===== src/rtl/branch_resolver.sv =====
// In-flight branch queue: allocates predicted branches, records resolutions, retires in order.
// Optional BRANCH_STATS_EN adds retire/mispredict counters.
module branch_resolver #(
    parameter int QUEUE_WIDTH = 3
) (
    input  logic                   clk_in,
    input  logic                   rst_in,
    input  logic                   rdy_in,
    input  logic                   alloc_valid,
    input  logic [31:0]            alloc_pc,
    input  logic                   alloc_pred_jump,
    output logic                   alloc_ready,
    output logic [QUEUE_WIDTH-1:0] alloc_tag,
    input  logic                   res_valid,
    input  logic [QUEUE_WIDTH-1:0] res_tag,
    input  logic                   res_jump,
    input  logic [31:0]            res_target,
    output logic                   update_control,
    output logic                   update_jump,
    output logic [31:0]            update_pc,
    output logic                   flush,
`ifdef BRANCH_STATS_EN
    output logic [31:0]            stat_retired,
    output logic [31:0]            stat_mispredict,
`endif
    output logic [31:0]            redirect_pc
);

    localparam int DEPTH = 2 ** QUEUE_WIDTH;
    localparam logic [QUEUE_WIDTH:0] DEPTH_C = (QUEUE_WIDTH + 1)'(DEPTH);

    logic [DEPTH-1:0]       valid_q, valid_d, resolved_q, resolved_d;
    logic [DEPTH-1:0]       pred_q, actual_q;
    logic [31:0]            pc_q [DEPTH];
    logic [31:0]            target_q [DEPTH];
    logic [QUEUE_WIDTH-1:0] head_q, head_d, tail_q, tail_d;
    logic [QUEUE_WIDTH:0]   count_q, count_d;
    logic                   update_control_q, update_control_d;
    logic                   update_jump_q, update_jump_d;
    logic [31:0]            update_pc_q, update_pc_d;
    logic                   flush_q, flush_d;
    logic [31:0]            redirect_pc_q, redirect_pc_d;

    logic retire_s, mispred_s, do_alloc_s, do_res_s;

    // Allocation is gated on registered count, so a slot freed this edge is not reused.
    assign retire_s   = rdy_in & valid_q[head_q] & resolved_q[head_q];
    assign mispred_s  = retire_s & (actual_q[head_q] != pred_q[head_q]);
    assign do_alloc_s = rdy_in & alloc_valid & (count_q != DEPTH_C) & ~mispred_s;
    assign do_res_s   = rdy_in & res_valid & valid_q[res_tag] & ~resolved_q[res_tag] & ~mispred_s;

    assign alloc_ready    = (count_q != DEPTH_C);
    assign alloc_tag      = tail_q;
    assign update_control = update_control_q;
    assign update_jump    = update_jump_q;
    assign update_pc      = update_pc_q;
    assign flush          = flush_q;
    assign redirect_pc    = redirect_pc_q;

    // Next-state for queue control and the registered retire/flush outputs.
    always_comb begin
        valid_d          = valid_q;
        resolved_d       = resolved_q;
        head_d           = head_q;
        tail_d           = tail_q;
        count_d          = count_q;
        update_control_d = 1'b0;
        update_jump_d    = update_jump_q;
        update_pc_d      = update_pc_q;
        flush_d          = 1'b0;
        redirect_pc_d    = redirect_pc_q;

        if (retire_s) begin
            update_control_d = 1'b1;
            update_jump_d    = actual_q[head_q];
            update_pc_d      = pc_q[head_q];
        end else begin
            update_control_d = 1'b0;
        end

        if (mispred_s) begin
            valid_d       = '0;
            resolved_d    = '0;
            head_d        = tail_q;
            count_d       = '0;
            flush_d       = 1'b1;
            redirect_pc_d = actual_q[head_q] ? target_q[head_q] : (pc_q[head_q] + 32'd4);
        end else begin
            if (retire_s) begin
                valid_d[head_q]    = 1'b0;
                resolved_d[head_q] = 1'b0;
                head_d             = head_q + QUEUE_WIDTH'(1);
            end else begin
                head_d = head_q;
            end
            if (do_alloc_s) begin
                valid_d[tail_q]    = 1'b1;
                resolved_d[tail_q] = 1'b0;
                tail_d             = tail_q + QUEUE_WIDTH'(1);
            end else begin
                tail_d = tail_q;
            end
            if (do_res_s) begin
                resolved_d[res_tag] = 1'b1;
            end else begin
                resolved_d[res_tag] = resolved_d[res_tag];
            end
            count_d = count_q + (QUEUE_WIDTH + 1)'(do_alloc_s) - (QUEUE_WIDTH + 1)'(retire_s);
        end
    end

    // Control state and output registers.
    always_ff @(posedge clk_in) begin
        if (rst_in) begin
            valid_q          <= '0;
            resolved_q       <= '0;
            head_q           <= '0;
            tail_q           <= '0;
            count_q          <= '0;
            update_control_q <= 1'b0;
            update_jump_q    <= 1'b0;
            update_pc_q      <= 32'd0;
            flush_q          <= 1'b0;
            redirect_pc_q    <= 32'd0;
        end else begin
            valid_q          <= valid_d;
            resolved_q       <= resolved_d;
            head_q           <= head_d;
            tail_q           <= tail_d;
            count_q          <= count_d;
            update_control_q <= update_control_d;
            update_jump_q    <= update_jump_d;
            update_pc_q      <= update_pc_d;
            flush_q          <= flush_d;
            redirect_pc_q    <= redirect_pc_d;
        end
    end

    // Entry payload; only meaningful while the matching valid bit is set.
    always_ff @(posedge clk_in) begin
        if (do_alloc_s) begin
            pc_q[tail_q]   <= alloc_pc;
            pred_q[tail_q] <= alloc_pred_jump;
        end
        if (do_res_s) begin
            actual_q[res_tag] <= res_jump;
            target_q[res_tag] <= res_target;
        end
    end

`ifdef BRANCH_STATS_EN
    logic [31:0] stat_retired_q, stat_mispredict_q;

    // Wrapping retire and mispredict counters.
    always_ff @(posedge clk_in) begin
        if (rst_in) begin
            stat_retired_q    <= 32'd0;
            stat_mispredict_q <= 32'd0;
        end else begin
            stat_retired_q    <= stat_retired_q + 32'(retire_s);
            stat_mispredict_q <= stat_mispredict_q + 32'(mispred_s);
        end
    end

    assign stat_retired    = stat_retired_q;
    assign stat_mispredict = stat_mispredict_q;
`endif

endmodule


===== config.mk =====
export PLATFORM = sky130hd
export DESIGN_NAME = branch_resolver
export DESIGN_NICKNAME = d
export VERILOG_FILES = /design/src/rtl/branch_resolver.sv
export SDC_FILE = /design/constraint.sdc
export NUM_CORES = 1
export LEC_CHECK = 0
export CAP_MARGIN = 10
export CELL_PAD_IN_SITES_DETAIL_PLACEMENT = 1
export CELL_PAD_IN_SITES_GLOBAL_PLACEMENT = 2
export CORE_UTILIZATION = 49
export CTS_CLUSTER_SIZE = 24
export DETAILED_ROUTE_END_ITERATION = 7
export PLACE_DENSITY = 0.82
export REMOVE_ABC_BUFFERS = 1
export SETUP_SLACK_MARGIN = 0.3
export SLEW_MARGIN = 0
export SYNTH_ARGS = -nofsm -noshare
export SYNTH_HDL_FRONTEND = slang
export SYNTH_SLANG_ARGS = --single-unit

===== constraint.sdc =====
create_clock -name clk_in -period 15.3 [get_ports clk_in]
set_input_delay 3.06 -clock clk_in [delete_from_list [all_inputs] [get_ports clk_in]]
set_output_delay 3.06 -clock clk_in [all_outputs]
set_load 0.005 [all_outputs]

==> metrics.md <==
| Metric | Value |
|---|---|
| Switching share of power | 0.208 |
| Period utilization | 0.394 |
| Final Hold Viols | 0 |
| Synthesis-stage register bit count | about 620 |
| Post-CTS sizing | 0 |
| Crit path max fanout | 82 |
| Final WL | 59800 um |
| Clock transition at the registers of the reported paths | 0.06 ns |
| Register area share after synthesis | 0.719 |
| Synth area leader | edfxtp_1 |
| Worst slack at placement | just under 9 ns |
| Yosys cell types | 67 |
| Slew margin rel. | 0.286 |
| Root Buffer Master | clkbuf_16 |
| Setup TNS | 0 ns |
| Post-CTS Setup Inserts | 0 |
| H-tree Lvls | 2 |
| Main combinational cell family by area after synthesis | multiplexers |
| Post-Synth XOR/XNOR Area | 0.0103 |
| Kind of end point of the critical path | register |
| Boundary pin count | 145 |
| Number of clock sinks | 624 |
| Synth Flop Type | edfxtp_1 |
| Port Buffers | 144 |
| Die Y | 227 um |
| Pleak | 0.00880 uW |
| GRT overflow | 0 |
| Minimum clock period after layout | 6.03 ns |
| Hold buffer count at CTS | 0 |
| Critical Path End | count_q[3] |
| Met3 usage | 0.0442 |
| Final Slew Violations | 0 |
| Largest net degree at the start of global routing | 83 |
| WL/cell | 26.9 um |
| Most common cell after layout, fill and taps aside | edfxtp_1 |
| Worst IR Drop VDD | 0.000120 V |
| CP Data Required Time | approximately 16 ns |
| Nets | 1590 |
| Vias per cell | 5.91 |
| Initial antenna violation count | 1 |
| First-pass GRT wire length | about 90000 um |
| Core ar. | 49400 um2 |
| Worst slew pin tran | 1.07 ns |
| Compound-gate portion of the synthesized area | 0.0422 |
| Fin worst setup slack | 9.28 ns |
| RR Startpoint | head_q[1] |
| Ys Warns | 0 |
| CTS tree | built |
| Pwr dens | 122 nW/um2 |
| # fillers | between 4000 and 5000 |
| RR Endpoint | count_q[3] |
| Total power | 3500 uW |
| CP arrival | around 6.5 ns |
| Hpwl dp | ~36000 um |
| Net switching power | 730 uW |
| Simple-Gate Fraction of Synth Area | 0.0451 |
| Async S/R FF share, synth | 0 |
| Adder-Cell Fraction of Synth Area | 0.00486 |
| Max Clock Skew | 0.0178 ns |
| Area growth syn-to-layout | 16.5% |
| Clock power share | 0.426 |
| Met1 usage | 0.326 |
| Initial Util | 0.501 |
| Share of layout cells above drive strength 1 | 0.185 |
| Most Crowded Layer GR | met2 |
| Worst setup path start | rdy_in |
| Total GRT Usage | 0.239 |
| DRC | 0 |
| Synth top area share | 0.641 |
| Max-cap violations | 0 |
| GPL Wtd Cong | between 0.8 and 0.9 |
| Total CTS buffers | 61 |
| Die Span X | around 230 um |
| Power share of the combinational group | 0.040 |
| Commonest cells after routing, fill and taps aside | edfxtp_1 (528), clkdlybuf4s50_1 (143), mux4_2 (137) |
| Sequential Power Share | 0.535 |
| Crit Path Category | input pin to register |
| EDFF count, synth | roughly 530 |
| DRT iter0 DRCs | 951 |
| Worst setup SP type | input pin |
| GR Layer Usage met2 | 0.394 |
| Average size of a mapped cell | 18.3 um2 |
| Max clock buf depth | 3 |
| Number of global-route vias before repair | 13900 |
| Clk_lat worst skew | 0.63 ns |
| Row cnt | 81 |
| R2R depth | 9 |
| Drt pass-1 iters | 5 |
| Fmax | 166 MHz |
| Int Pwr | 2770 uW |
| Die ar. | just over 50000 um2 |
| # setup viols final | 0 |
| Mux cell area share after synthesis | 0.158 |
| Status | finished clean |
| Mapped Area | 24700 um2 |
| Synth area leaders | edfxtp_1 (64%), mux4_2 (12%), dfxtp_1 (7.8%), mux2i_1 (2.9%), a211oi_1 (1.2%) |
| Mapped Cells | ~1300 |
| RSZ-0062 raised after global routing | false |
| Final antenna-violating net count | 0 |
| Total number of vias | 13100 |
| R2R setup slack | 10.71 ns |
| Worst hold path class | register to register |
flip-flops by register name, summed over array words and instances (netlist names), 3 cells and up, named ones only:
register     count
update_pc       32
redirect_pc     32
resolved_q       8
alloc_tag        3
count_q          4
target_q       256
pc_q           256
head_q           3
valid_q          8
actual_q         8
pred_q           8
layer usage:
metal	wire, um	vias up
met4	1220	0
met1	25400	6909
met5	0	-
met2	29500	386
met3	3610	91
li1	-	5746
area by class of cell:
class / count / area [um2] / area share
diodes: 1 / 2.50 / 0.0000869
clock buffers: 75 / 1630 / 0.0565
clock inverters: 39 / 362 / 0.0126
inverters: 23 / 86.3 / 0.00300
multi-input cells: 627 / 6480 / 0.225
flip-flops and latches: 624 / 17800 / 0.617
well taps: 664 / 831 / 0.0288
repair buffers: 170 / 1630 / 0.0566
critical path, cell delays in order:
cell             delay [ns]
clkdlybuf4s50_1        0.52
o311a_1                0.21
nand3_1                0.33
inv_2                  0.12
buf_4                  0.71
nand2_1                0.70
nand2_1                0.70
nor2_1                 0.11
logic make-up after synthesis:
family	count (synthesis)
adder cells (fa/ha/maj)	9
buffers and inverters	97
AND/OR/NAND/NOR	232
multiplexers	218
AO/OA/AOI/OAI	139
XOR/XNOR	29
flip-flops	624
Yosys cell counts (all sizes together) (4+ instances only):
cell type,number
o211ai,14
and2,4
nand3b,12
nor2b,6
nand2,69
a21oi,30
nor2,67
or4,4
o21ai,11
edfxtp,528
nor3,6
dfxtp,96
buf,47
xnor2,15
ha,8
nand3,23
nor4,8
clkbuf,27
a32o,5
nand2b,4
mux2i,72
mux2,9
a2bb2oi,8
a211oi,40
a31oi,4
xor2,14
mux4,137
inv,23
nand4,13
a22oi,4
or3,7
worst min-delay path by stage:
stage               startpoint               to  slack [ns]  depth (start not counted)
6_report        redirect_pc[4]   redirect_pc[4]        0.46                          2
3_3_place_gp   redirect_pc[21]  redirect_pc[21]        0.44                          2
2_1_floorplan       valid_q[0]       valid_q[0]        0.44                          2
5_1_grt        redirect_pc[21]  redirect_pc[21]        0.48                          2
4_1_cts         redirect_pc[0]   redirect_pc[0]        0.46                          2
3_5_place_dp   redirect_pc[21]  redirect_pc[21]        0.45                          2
power by group through the flow:
| stage | sequential (uW) | clock, uW | combinational, uW |
|---|---|---|---|
| finish | 1870 | 1490 | 138 |
| CTS | 1870 | 1520 | 139 |
| global route | 1870 | 1570 | 149 |
| floorplan | 1910 | 0 | 60.9 |
| detailed placement | 1910 | 0 | 138 |
| global placement | 1910 | 0 | 133 |
per-stage QoR:
step | hold slack, ns | cells | util | area, um2
floorplan | 0.442 | 1274 | - | 24300
global placement | 0.439 | 2108 | 0.543 | 26800
detailed placement | 0.448 | 2108 | 0.543 | 26800
CTS | 0.462 | 2222 | 0.584 | 28800
global route | 0.477 | 2223 | 0.584 | 28800
finish | 0.458 | 2223 | 0.584 | 28800
Power figures use the tool's default switching activity.
